**src/rtl/div_pkg.sv**
```systemverilog
// rtl/div_pkg.sv - shared types and constants for the restoring-division controller and datapath
package div_pkg;

   localparam int NBITS_DEF = 8;

   typedef enum logic [2:0] {
      IDLE,
      LOAD,
      SHIFT,
      SUB,
      RESOLVE,
      DONE
   } state_t;

   localparam logic [1:0] SEL_PASS = 2'b00;
   localparam logic [1:0] SEL_SUB  = 2'b01;
   localparam logic [1:0] SEL_ADD  = 2'b10;
   localparam logic [1:0] SEL_QBIT = 2'b11;

endpackage

```
**src/rtl/div_controller.sv**
```systemverilog
// rtl/div_controller.sv - control FSM sequencing shift/subtract/resolve per quotient bit
module div_controller
   import div_pkg::*;
#(
   parameter int NBITS = NBITS_DEF
) (
   input  logic       clk,
   input  logic       reset,
   input  logic       start,
   input  logic       divisor_zero,
   input  logic       sign,
   output logic       load,
   output logic       add,
   output logic       shift,
   output logic       inbit,
   output logic [1:0] sel,
   output logic       busy,
   output logic       done,
   output logic       dz_err
);

   localparam int CW = (NBITS > 1) ? $clog2(NBITS) : 1;
   localparam logic [CW-1:0] LAST = CW'(NBITS - 1);

   state_t        state;
   logic [CW-1:0] count;
   logic          dz_flag;
   logic          in_resolve;
   logic [1:0]    sel_q;

   // Outputs are registered from the next state, so they line up with the state they describe.
   always_ff @(posedge clk) begin
      if (reset) begin
         state      <= IDLE;
         count      <= '0;
         dz_flag    <= 1'b0;
         load       <= 1'b0;
         shift      <= 1'b0;
         add        <= 1'b0;
         busy       <= 1'b0;
         done       <= 1'b0;
         dz_err     <= 1'b0;
         sel_q      <= SEL_PASS;
         in_resolve <= 1'b0;
      end else begin
         load       <= 1'b0;
         shift      <= 1'b0;
         add        <= 1'b0;
         done       <= 1'b0;
         dz_err     <= 1'b0;
         sel_q      <= SEL_PASS;
         in_resolve <= 1'b0;
         busy       <= 1'b1;
         case (state)
            IDLE: begin
               busy <= 1'b0;
               if (start) begin
                  state   <= LOAD;
                  dz_flag <= divisor_zero;
                  load    <= 1'b1;
                  busy    <= 1'b1;
               end
            end
            LOAD: begin
               if (dz_flag) begin
                  state  <= DONE;
                  done   <= 1'b1;
                  dz_err <= 1'b1;
               end else begin
                  state <= SHIFT;
                  count <= '0;
                  shift <= 1'b1;
               end
            end
            SHIFT: begin
               state <= SUB;
               add   <= 1'b1;
               sel_q <= SEL_SUB;
            end
            SUB: begin
               state      <= RESOLVE;
               add        <= 1'b1;
               in_resolve <= 1'b1;
            end
            RESOLVE: begin
               if (count == LAST) begin
                  state  <= DONE;
                  done   <= 1'b1;
                  dz_err <= dz_flag;
               end else begin
                  state <= SHIFT;
                  count <= count + 1'b1;
                  shift <= 1'b1;
               end
            end
            DONE: begin
               state <= IDLE;
               busy  <= 1'b0;
            end
            default: begin
               state <= IDLE;
               busy  <= 1'b0;
            end
         endcase
      end
   end

   // The borrow of the subtract only exists in RESOLVE, so sel/inbit follow sign combinationally there.
   assign sel   = in_resolve ? (sign ? SEL_ADD : SEL_QBIT) : sel_q;
   assign inbit = in_resolve & ~sign;

endmodule

```
**config.mk**
```make
export PLATFORM = sky130hd
export DESIGN_NAME = div_controller
export DESIGN_NICKNAME = d
export VERILOG_FILES = /design/src/rtl/div_pkg.sv /design/src/rtl/div_controller.sv
export SDC_FILE = /design/constraint.sdc
export NUM_CORES = 1
export LEC_CHECK = 0
export CORE_MARGIN = 2
export CORE_UTILIZATION = 43
export CTS_BUF_LIST = sky130_fd_sc_hd__clkbuf_16
export DETAILED_ROUTE_END_ITERATION = 8
export DONT_BUFFER_PORTS = 1
export GPL_TIMING_DRIVEN = 0
export HOLD_SLACK_MARGIN = 0.05
export SLEW_MARGIN = 5
export SYNTH_ARGS = -nofsm -noshare
export SYNTH_HDL_FRONTEND = slang
export SYNTH_SLANG_ARGS = --single-unit
```
**constraint.sdc**
```tcl
create_clock -name clk -period 4.6 [get_ports clk]
set_clock_uncertainty 0.15 [all_clocks]
set_input_delay 0.92 -clock clk [delete_from_list [all_inputs] [get_ports clk]]
set_output_delay 0.92 -clock clk [all_outputs]
set_load 0.05 [all_outputs]
```
==> run_results.csv <==
group,metric,value,unit
detailed_routing,postRouteWirelength,1070,um
yosys,synth_edf_count,0,
timing,max_slew.worst_pin.slew,929,ps
yosys,netlist_instances,66,
detailed_routing,drtAntennaViolNets,0,
placement,routabilityCongestion,0.776,
yosys,syn-mean-instance-area,9.84,um^2
clock_tree,cts_tree,"yes",
run,maxCapViolCount,0,
worst_setup_path,arrival,2050,ps
worst_setup_path,crit_buf_inv,0,
timing,final.setup.worst_slack,1480,ps
finish,regArea,300,um^2
worst_setup_path,end_kind,"output pin",
finish,utilization,51.5,%
die,coreArea,1450,um^2
detailed_routing,wl_per_cell,12.4,um
timing,post-route-period-util,67.8,%
yosys,yosysTopAreaCell,"dfxtp_1",
yosys,yosys-top-cells-area,"dfxtp_1 (46%), nor2_1 (4.6%), ha_1 (3.9%), buf_4 (3.5%), a21oi_1 (3.1%)",
worst_setup_path,crit_type,"primary input to output pin",
clock_tree,insertion_delay,240,ps
detailed_routing,drcViolationCount,0,
clock_tree,cts-root-buf,"clkbuf_16",
finish,final-instance-count-excl-fill,86,
clock_tree,cts_max_path_buffers,2,
clock_tree,cts_hold_buf,0,
yosys,synth_cell_types,31,
worst_setup_path,path_delay_family,"simple AND/OR/NAND/NOR gates",
clock_tree,cts_buffers,3,
detailed_routing,vias,462,
die,ioPinCount,14,
run_status,status,"completed",
placement,port_buffers,0,
placement,dpl_cell_area,669,um^2
yosys,syn_nets,73,
yosys,ys_async_sr_fraction,0,%
clock_tree,cts_setup_buffers,0,
global_routing,grt_pass1_vias,427,
die,die_h,42.9,um
detailed_routing,drt-initial-drc-count,5,
finish,largestRegisters,"count: 3 flops, state: 3 flops",
yosys,seq_area_frac_synth,46.2,%
die,dieWidth,42.9,um
timing,worst_slew_margin_rel,37.8,%
worst_setup_path,cp_data_required_time,3530,ps
die,start_util,44.7,%
finish,diodes,0,
worst_setup_path,critPathLaunchType,"primary input",
finish,nFillCells,139,
timing,hold_viol,0,
timing,grt_setup_unrepaired,"no",
min_path,holdCritPathClass,"flop to flop",
finish,final_net_count,78,
timing,max_freq,0.321,GHz
timing,finalSetupTns,0,ps
die,rows,14,
yosys,ys_warn_count,0,
worst_setup_path,cp_max_fo,2,
clock_tree,htree_levels,1,
timing,setup_viol,0,
detailed_routing,drtPass1Iterations,3,
worst_setup_path,crit_chain,"nor2_1 -> a21o_1",
worst_setup_path,crit_slowest_cell,"nor2_1",
global_routing,grt_usage,13.4,%
pwr,leakage,0.000330,uW
yosys,synth_top_area_share,46.2,%
yosys,synthFlopType,"dfxtp_1",
placement,dp_hpwl,766,um
placement,dp.cells,82,
timing,slew_violations,0,
finish,drive_above_1_share,24.3,%
pwr,peakVddDrop,0.219,mV
placement,place_ws,1480,ps
detailed_routing,viasPerCell,5.37,
yosys,syn-cell-area,649,um^2
finish,multi_input_area,304,um^2
global_routing,grt_pass1_wl,1810,um
clock_tree,postCtsResizedCells,0,
yosys,ys_ff_latch,15,
global_routing,grt_max_degree,11,
die,die_area,1840,um^2
timing,finalCriticalPeriod,3120,ps
finish,area_growth,15.2,%
clock_tree,cts.reportedPaths.clkPinSlew,40,ps
finish,fin_area,748,um^2
global_routing,overflow,0,
clock_tree,cts.sinks,15,
global_routing,antenna_found_initial,0,
pwr,powerDensity,478,nW/um^2
worst_setup_path,slowest_delay,700,ps
logic make-up after synthesis:
group                    Yosys count  synth area share (%)
buffers and inverters              7                  6.94
AND/OR/NAND/NOR                   27                  25.6
multiplexers                       2                  3.28
adder cells (fa/ha/maj)            2                  3.85
AO/OA/AOI/OAI                     13                  14.1
flip-flops                        15                  46.2
path summary, 6_finish.rpt:
path / cells past startpoint / slack (ps) / startpoint / endpoint
max reg2reg: 5 / 2910 / count[0] / count[0]
max: 2 / 1480 / sign / sel[0]
min: 1 / 340 / count[2] / count[2]
min reg2reg: 1 / 340 / count[2] / count[2]
layout by cell type (no fill, tap or decap), types with 2 or more instances in the layout:
cell / instances
a22o_1: 2
clkbuf_16: 3
inv_1: 4
dfxtp_1: 15
and2_1: 2
buf_4: 3
ha_1: 2
a21oi_1: 4
nand2_1: 4
nand2b_1: 2
nor2_1: 8
per-layer routing:
metal,vias up,global-route usage [%],share of wire (%)
met5,-,0,0
met4,0,9.38,0.84
met3,2,3.83,3.6
met2,7,19.7,45
met1,216,16.7,50
li1,237,-,-
synth_stat cells, types with 2 or more instances:
cell and number:
nand2b_1 2, a21oi_1 4, ha_1 2, and2_1 2, a22o_1 2, nand2_1 4
nor2_1 8, dfxtp_1 15, buf_4 3, inv_1 3
stage by stage:
stage,power (uW),hold WS (ps)
after floorplan,191,304
after global placement,197,322
after detailed placement,197,327
after CTS,361,337
after global routing,373,355
final,357,339
final cells by class:
type / instances / share of cell area [%]
clock buffers: 3 / 10.0
flip-flops and latches: 15 / 40.1
well taps: 16 / 2.68
multi-input cells: 44 / 40.6
inverters: 3 / 1.51
clock inverters: 1 / 0.502
plain buffers: 4 / 4.52
power by group:
group	internal (uW)	leakage [uW]	switching [uW]
Sequential	138	0.000122	17.2
Clock	115	0.0000423	47.8
Combinational	18.6	0.000166	21.1
Total	271	0.000330	86.2
(Power assumes the default switching activity.)
